### src/rtl/uart_init_sequencer.sv
// uart_init_sequencer: Wishbone master that configures a 16550-style UART.
// It runs a fixed seven-step register sequence: set DLAB, load the divisor,
// restore the line control, program FIFO and interrupt enables, then read
// the LCR back to confirm the UART took the configuration.
module uart_init_sequencer #(
    parameter int TIMEOUT = 32
) (
    input  logic        wb_clk_i,
    input  logic        wb_rst_i,
    input  logic        start_i,
    input  logic [15:0] divisor_i,
    input  logic [7:0]  lcr_cfg_i,
    input  logic [7:0]  fcr_cfg_i,
    input  logic [7:0]  ier_cfg_i,
    output logic        busy_o,
    output logic        done_o,
    output logic        err_o,
    output logic [1:0]  err_code_o,
    output logic [2:0]  wb_adr_o,
    output logic [7:0]  wb_dat_o,
    input  logic [7:0]  wb_dat_i,
    output logic        wb_we_o,
    output logic        wb_stb_o,
    output logic        wb_cyc_o,
    input  logic        wb_ack_i
);

    localparam int CW = $clog2(TIMEOUT + 1);
    localparam logic [2:0] LAST_STEP = 3'd6;

    typedef enum logic [2:0] {
        IDLE,
        BUS,
        GAP,
        CHECK,
        FINISH
    } state_t;

    state_t         state_q;
    logic [2:0]     step_q;
    logic [CW-1:0]  tmo_q;
    logic [15:0]    div_q;
    logic [7:0]     lcr_q;
    logic [7:0]     fcr_q;
    logic [7:0]     ier_q;
    logic [7:0]     rdat_q;

    logic           busy_q;
    logic           done_q;
    logic           err_q;
    logic [1:0]     err_code_q;
    logic [2:0]     adr_q;
    logic [7:0]     dat_q;
    logic           we_q;
    logic           stb_q;
    logic           cyc_q;

    logic [2:0]     selStep_d;
    logic [15:0]    selDiv_d;
    logic [7:0]     selLcr_d;
    logic [7:0]     selFcr_d;
    logic [7:0]     selIer_d;
    logic [2:0]     adr_d;
    logic [7:0]     dat_d;
    logic           we_d;

    // Bus fields for the step about to be launched; the first step comes straight
    // from the inputs because the configuration is latched on that same edge.
    always_comb begin
        selStep_d = 3'd0;
        selDiv_d  = divisor_i;
        selLcr_d  = lcr_cfg_i;
        selFcr_d  = fcr_cfg_i;
        selIer_d  = ier_cfg_i;
        if (state_q != IDLE) begin
            selStep_d = step_q + 3'd1;
            selDiv_d  = div_q;
            selLcr_d  = lcr_q;
            selFcr_d  = fcr_q;
            selIer_d  = ier_q;
        end
        adr_d = 3'd0;
        dat_d = 8'h00;
        we_d  = 1'b1;
        case (selStep_d)
            3'd0:    begin adr_d = 3'd3; dat_d = selLcr_d | 8'h80; end
            3'd1:    begin adr_d = 3'd0; dat_d = selDiv_d[7:0];    end
            3'd2:    begin adr_d = 3'd1; dat_d = selDiv_d[15:8];   end
            3'd3:    begin adr_d = 3'd3; dat_d = selLcr_d & 8'h7F; end
            3'd4:    begin adr_d = 3'd2; dat_d = selFcr_d;         end
            3'd5:    begin adr_d = 3'd1; dat_d = selIer_d;         end
            3'd6:    begin adr_d = 3'd3; we_d  = 1'b0;             end
            default: begin we_d = 1'b0;                            end
        endcase
    end

    // Sequencer FSM with every output registered; reset aborts any transaction.
    always_ff @(posedge wb_clk_i or posedge wb_rst_i) begin
        if (wb_rst_i) begin
            state_q    <= IDLE;
            step_q     <= 3'd0;
            tmo_q      <= '0;
            div_q      <= 16'h0000;
            lcr_q      <= 8'h00;
            fcr_q      <= 8'h00;
            ier_q      <= 8'h00;
            rdat_q     <= 8'h00;
            busy_q     <= 1'b0;
            done_q     <= 1'b0;
            err_q      <= 1'b0;
            err_code_q <= 2'b00;
            adr_q      <= 3'd0;
            dat_q      <= 8'h00;
            we_q       <= 1'b0;
            stb_q      <= 1'b0;
            cyc_q      <= 1'b0;
        end else begin
            done_q <= 1'b0;
            case (state_q)
                IDLE: begin
                    if (start_i) begin
                        div_q      <= divisor_i;
                        lcr_q      <= lcr_cfg_i;
                        fcr_q      <= fcr_cfg_i;
                        ier_q      <= ier_cfg_i;
                        err_q      <= 1'b0;
                        err_code_q <= 2'b00;
                        busy_q     <= 1'b1;
                        step_q     <= 3'd0;
                        tmo_q      <= '0;
                        adr_q      <= adr_d;
                        dat_q      <= dat_d;
                        we_q       <= we_d;
                        stb_q      <= 1'b1;
                        cyc_q      <= 1'b1;
                        state_q    <= BUS;
                    end
                end
                BUS: begin
                    if (wb_ack_i) begin
                        if (step_q == LAST_STEP) begin
                            rdat_q <= wb_dat_i;
                        end
                        adr_q   <= 3'd0;
                        dat_q   <= 8'h00;
                        we_q    <= 1'b0;
                        stb_q   <= 1'b0;
                        cyc_q   <= 1'b0;
                        state_q <= GAP;
                    end else if (tmo_q == CW'(TIMEOUT - 1)) begin
                        adr_q      <= 3'd0;
                        dat_q      <= 8'h00;
                        we_q       <= 1'b0;
                        stb_q      <= 1'b0;
                        cyc_q      <= 1'b0;
                        err_q      <= 1'b1;
                        err_code_q <= 2'b01;
                        done_q     <= 1'b1;
                        state_q    <= FINISH;
                    end else begin
                        tmo_q <= tmo_q + CW'(1);
                    end
                end
                GAP: begin
                    if (step_q == LAST_STEP) begin
                        state_q <= CHECK;
                    end else begin
                        step_q  <= step_q + 3'd1;
                        tmo_q   <= '0;
                        adr_q   <= adr_d;
                        dat_q   <= dat_d;
                        we_q    <= we_d;
                        stb_q   <= 1'b1;
                        cyc_q   <= 1'b1;
                        state_q <= BUS;
                    end
                end
                CHECK: begin
                    if (rdat_q != (lcr_q & 8'h7F)) begin
                        err_q      <= 1'b1;
                        err_code_q <= 2'b10;
                    end
                    done_q  <= 1'b1;
                    state_q <= FINISH;
                end
                FINISH: begin
                    busy_q  <= 1'b0;
                    state_q <= IDLE;
                end
                default: begin
                    state_q <= IDLE;
                end
            endcase
        end
    end

    assign busy_o     = busy_q;
    assign done_o     = done_q;
    assign err_o      = err_q;
    assign err_code_o = err_code_q;
    assign wb_adr_o   = adr_q;
    assign wb_dat_o   = dat_q;
    assign wb_we_o    = we_q;
    assign wb_stb_o   = stb_q;
    assign wb_cyc_o   = cyc_q;

endmodule
### config.mk
export PLATFORM = sky130hd
export DESIGN_NAME = uart_init_sequencer
export DESIGN_NICKNAME = d
export VERILOG_FILES = /design/src/rtl/uart_init_sequencer.sv
export SDC_FILE = /design/constraint.sdc
export NUM_CORES = 1
export LEC_CHECK = 0
export ABC_AREA = 1
export ABC_CLOCK_PERIOD_IN_PS = 2450
export CAP_MARGIN = 20
export CELL_PAD_IN_SITES_DETAIL_PLACEMENT = 0
export CELL_PAD_IN_SITES_GLOBAL_PLACEMENT = 1
export CORE_MARGIN = 2
export CORE_UTILIZATION = 39
export CTS_CLUSTER_SIZE = 40
export DETAILED_ROUTE_END_ITERATION = 10
export PLACE_DENSITY_LB_ADDON = 0.08
export SLEW_MARGIN = 15
export SYNTH_ARGS = -nofsm -noshare
export SYNTH_HDL_FRONTEND = slang
export SYNTH_SLANG_ARGS = --single-unit
### constraint.sdc
create_clock -name wb_clk_i -period 2.45 [get_ports wb_clk_i]
set_input_delay 0.245 -clock wb_clk_i [delete_from_list [all_inputs] [get_ports wb_clk_i]]
set_output_delay 0.245 -clock wb_clk_i [all_outputs]
set_load 0.03 [all_outputs]
Word level (Yosys, flattened, before mapping)
Cells that the tools add are included.

RAM bits: 0. Latch bits: 0. Memories: 0. Register bits: 77. Output and inout bits: 19. Input port bits: 52. ROM bits: 0.

Multipliers: 0. Div/mod/pow operators: 0. Multiplexer cells: 53. Reduce and logical (&&, ||, !) cells: 18. Bitwise gates (word level): 0. Shift-type cells: 0. $lt $le $gt $ge: 0. Add/sub/neg operators: 2. Equality and inequality tests: 20.

Operators by type and width (number): 8-bit 2-to-1 mux (6); 8-bit case mux with 6 select lines (1); 3-bit 2-to-1 mux (10); 6-bit 2-to-1 mux (4); 8-bit case mux with 3 select lines (1); 6-bit case mux with 3 select lines (1); 16-bit 2-to-1 mux (1); 3-bit == test, second input constant (5); 1-bit 2-to-1 mux (13); 3-bit by 2-bit == test with 1-bit output, second input constant (4); 2-bit inequality test, second input constant (6); 2-bit case mux with 3 select lines (2); 3-bit case mux with 4 select lines (1); 2-bit 2-to-1 mux (5); 5-bit AND reduction (2); 1-bit case mux with 3 select lines (3); 3-bit case mux with 3 select lines (1); 3-bit nonzero test (3); 8-bit by 7-bit inequality test with 1-bit output (1); 7-bit 2-to-1 mux (1); 6-bit by 1-bit adder with 6-bit output, second input constant (1); 3-bit by 1-bit == test with 1-bit output, second input constant (2); 6-bit by 5-bit == test with 1-bit output, second input constant (1); 3-bit logical NOT (2); 11 further kinds (16).

Depth between registers and ports, before layout
Depth after elaboration: 7. Gate-level depth with buffers: 12.

Worst setup path after synthesis
No wires, ideal clock.

Path type: register to register. Start point: register step_q[0]. End point: register dat_q[0] (netlist: wb_dat_o[0]). Arrival: 1.781 ns. Data required time: 2.384 ns. Setup slack: 0.602 ns. Setup time: 0.066 ns. Cell stages (with the launch flop): 12. Path buffers: 1. Cells stage by stage: dfrtp_1 inv_1 ha_1 inv_1 o21ai_2 buf_2 nand3_1 nand2_1 inv_1 nand2_1 nand2_1 nand2_1.

Longest elaborated chain between the ends: 6. Elaborated cells on any way between the ends: 15. Those cells by class: 1 x add/sub; 7 x eq/ne; 5 x mux; 2 x reduce/logical.

RTL lines: start, declared (RTL line 40) `logic [2:0] step_q;`; start signal, assigned (RTL line 168) `step_q <= step_q + 3'd1;`; 3-bit by 1-bit adder with 3-bit output (RTL line 76) `selStep_d = step_q + 3'd1;`; 3-bit 2-to-1 mux (RTL line 75) `if (state_q != IDLE) begin`; 3-bit == test (tied with other cells) (RTL line 85) `case (selStep_d)`; 8-bit case mux with 6 select lines (RTL line 85); 8-bit 2-to-1 mux (on tied branches) (RTL line 165, 121); 8-bit case mux with 3 select lines (RTL line 119) `case (state_q)`; end signal, assigned (RTL line 132) `dat_q <= dat_d;`; end signal, assigned (RTL line 171) `dat_q <= dat_d;`; end, declared (RTL line 53) `logic [7:0] dat_q;`.

Several ways; a longest one is shown, not always the timed one. The select of a mux whose other input is x is not followed. A chain may end at the register's enable or synchronous reset.

Worst setup path after layout
Start point: register step_q[0]. End point: register dat_q[5] (netlist: wb_dat_o[5]).

Same word-level chain as after synthesis.

==> flow_summary_export.csv <==
group,metric,value,unit
power_and_ir_drop,ir_drop,0.000649,V
timing,finalHoldViolCount,0,
global_routing,grt_max_degree,53,
setup_path,timing.rr.start,"step_q[0]",
clocking,numCtsBuffers,9,
global_routing,gr-total-overflow,0,
place,dp_slack,0.372,ns
place,place_congestion,0.813,
clocking,clk_latency,0.36,ns
drt,final_antenna_net_count,0,
timing,rsz0062_at_grt,"false",
drt,post_drt_wl_per_cell,13.4,µm
timing,fin_ws,0.277,ns
logic_synthesis,netlist_instances,576,
global_routing,antenna_found_initial,0,
logic_synthesis,syn_avg_cell_area,7.36,µm²
floorplan,die_y,108,µm
place,io_buffers,68,
setup_path,r2r-end,"wb_dat_o[5]",
cells_and_area,layout-drive-gt1-share,9.09,%
logic_synthesis,seq_area_frac_synth,44.8,%
cells_and_area,antenna_cells,0,
timing,fmax,460,MHz
cells_and_area,area_growth,24.5,%
clocking,cts.sinks,76,
logic_synthesis,synthFlopType,"dfrtp_1",
logic_synthesis,synthXorXnorAreaFrac,1.24,%
drt,routed_wl,10.6,mm
timing,fin_crit_sh,88.7,%
drt,detail_route.vias_per_cell,4.79,
logic_synthesis,synth-adder-area-share,0.885,%
floorplan,start_util,39.5,%
outcome,status,"completed",
logic_synthesis,ys_ff_latch,76,
drt,drc,0,
timing,slew_violations,0,
setup_path,path_class,"flop to flop",
clocking,clockBufferDepth,2,
drt,drtIter0Drc,203,
logic_synthesis,syn_nets,631,
logic_synthesis,synth-edff-count,0,
logic_synthesis,synth_top_family_by_area,"simple AND/OR/NAND/NOR gates",
global_routing,track_usage,19.9,%
logic_synthesis,synth_compound_area_share,9.56,%
setup_path,reg2reg_slack,0.28,ns
clocking,clk_pin_slew,0.09,ns
drt,vias,3783,
place,dp_hpwl,7.66,mm
setup_path,rr_worst_depth,11,
power_and_ir_drop,p_leak,2.68,nW
setup_path,cp-end-kind,"flop",
clocking,cts.repair.resized,0,
power_and_ir_drop,p_total,6.66,mW
floorplan,die_x,108,µm
logic_synthesis,synth_mux_area_share,1.33,%
clocking,hold_buffers,0,
logic_synthesis,synthSimpleGateAreaFrac,33.7,%
logic_synthesis,synth_cell_types,36,
logic_synthesis,synthesis.area,0.00424,mm²
power_and_ir_drop,power.density_cell_area,1260,mW/mm²
setup_path,crit_start,"step_q[0]",
timing,finalSetupViolCount,0,
setup_path,worst_ep_arrival_time,2.42,ns
global_routing,grt_pass1_wl,17.9,mm
setup_path,cp-start-kind,"flop",
timing,finalCriticalPeriod,2.17,ns
cells_and_area,final_nets,699,
flow_run,max_cap_viol_count,0,
global_routing,grt_pass1_vias,3694,
logic_synthesis,synth_warnings,0,
clocking,cts_tree,"built",
timing,slew_headroom,54.6,%
timing,skew,0.00993,ns
clocking,cts_max_level,3,
floorplan,row_count,38,
setup_path,crit_fanout,17,
clocking,root_buffer,"clkbuf_8",
timing,setup_tns,0,ns
drt,firstDrtPassIters,5,
floorplan,core,0.0107,mm²
floorplan,die-area,0.0117,mm²
timing,worst_pin_slew,0.678,ns
clocking,cts_setup_buffers,0,
logic_synthesis,async_flop_share,100,%
setup_path,critPathRequiredTime,2.70,ns
worst_hold_path,hold_path_class,"primary input to asynchronous set/reset pin",
floorplan,io_pins,71,
## critical path, stage by stage, from the launching register on
cell and delay [ns]:
dfrtp_1 0.45, ha_1 0.25, inv_1 0.07, nand2_1 0.05, nand2_1 0.20, nand2_2 0.26
nand3_1 0.18, nand2_1 0.06, nor2_1 0.25, nand2_1 0.14, nand2_1 0.09, nand2_1 0.05
## sequential cells by signal (all words and copies together) (netlist names)
name,flops
ier_q,8
busy_o,1
lcr_q,7
wb_dat_o,8
rdat_q,8
err_o,1
step_q,3
done_o,1
div_q,16
state_q,3
wb_adr_o,2
fcr_q,8
tmo_q,6
wb_cyc_o,1
err_code_o,2
wb_we_o,1
## through the flow
| stage | cell area [µm²] | std cells | hold WS, ns | utilization, % |
|---|---|---|---|---|
| 2_1_floorplan | 4240 | 576 | 0.362 | - |
| 6_report | 5280 | 789 | 0.123 | 49.2 |
| 4_1_cts | 5280 | 789 | 0.119 | 49.2 |
| 5_1_grt | 5280 | 789 | 0.148 | 49.2 |
| 3_3_place_gp | 5070 | 773 | 0.458 | 47.2 |
| 3_5_place_dp | 5070 | 773 | 0.466 | 47.2 |
## synthesized netlist by cell type (2+ instances only)
cell type / n / area, µm²
nand2_2: 3 / 18.8
nor2_4: 7 / 78.8
xnor2_1: 3 / 26.3
ha_1: 3 / 37.5
o21ai_1: 8 / 40.0
buf_4: 2 / 15.0
clkbuf_2: 2 / 10.0
inv_1: 49 / 184
nor2_2: 2 / 12.5
inv_2: 7 / 26.3
nand3_1: 44 / 220
buf_2: 12 / 60.1
nor3_1: 2 / 10.0
nor2_1: 25 / 93.8
clkbuf_1: 2 / 7.51
dfrtp_1: 76 / 1900
mux2_2: 5 / 56.3
xor2_1: 3 / 26.3
a21oi_1: 5 / 25.0
o21ai_0: 62 / 310
nand4_1: 7 / 43.8
nand2_1: 231 / 867
buf_6: 3 / 33.8
## how the worst max path moves through the flow
stage | end | depth (start not counted)
2_1_floorplan | busy_o | 1
3_3_place_gp | wb_dat_o[5] | 11
3_5_place_dp | wb_dat_o[5] | 11
4_1_cts | wb_dat_o[5] | 11
5_1_grt | wb_dat_o[5] | 11
6_report | wb_dat_o[5] | 11
## kinds of logic (layout without fill, tap and decap cells)
| kind of cell | Yosys count | count (layout) |
|---|---|---|
| AOI/OAI and AO/OA | 79 | 79 |
| xor gates and xnor gates | 6 | 6 |
| adders and majority gates | 3 | 3 |
| buffers and inverters | 78 | 151 |
| DFF | 76 | 76 |
| muxes | 5 | 5 |
| other | 1 | 1 |
| and+or+nand+nor | 328 | 328 |
## layout make-up
class | count | area (µm²)
fill | 1116 | 5460
clock inverter | 5 | 60.1
sequential | 76 | 1900
timing repair buffer | 79 | 801
inverter | 56 | 210
tap | 140 | 175
clock buffer | 11 | 151
multi-input combinational | 422 | 1980
## layer usage
metal / share of wire (%) / GRT usage [%] / vias to the layer above / wire (µm)
li1: - / - / 1952 / -
met1: 48 / 27.3 / 1733 / 5030
met2: 46 / 31.4 / 86 / 4880
met3: 4.8 / 3.86 / 12 / 512
met4: 1.5 / 6.96 / 0 / 162
met5: 0 / 0 / - / 0
## cell usage in the layout (no fill, tap or decap), types with 2 or more instances in the layout
cell / instances
a21oi_1: 5
buf_12: 3
buf_4: 8
clkbuf_8: 11
clkdlybuf4s50_1: 68
clkinv_4: 2
dfrtp_1: 76
ha_1: 3
inv_1: 48
inv_2: 8
mux2_2: 5
nand2_1: 231
nand2_2: 3
nand3_1: 44
nand4_1: 7
nor2_1: 25
nor2_2: 2
nor2_4: 7
nor3_1: 2
o21ai_0: 62
o21ai_1: 8
xnor2_1: 3
xor2_1: 3
## report_power, final
group	total, mW	internal, mW	switching [mW]
Combinational	3.58	1.24	2.35
Clock	1.02	0.528	0.494
Sequential	2.06	1.75	0.306
Total	6.66	3.52	3.15
(Power assumes the default switching activity.)
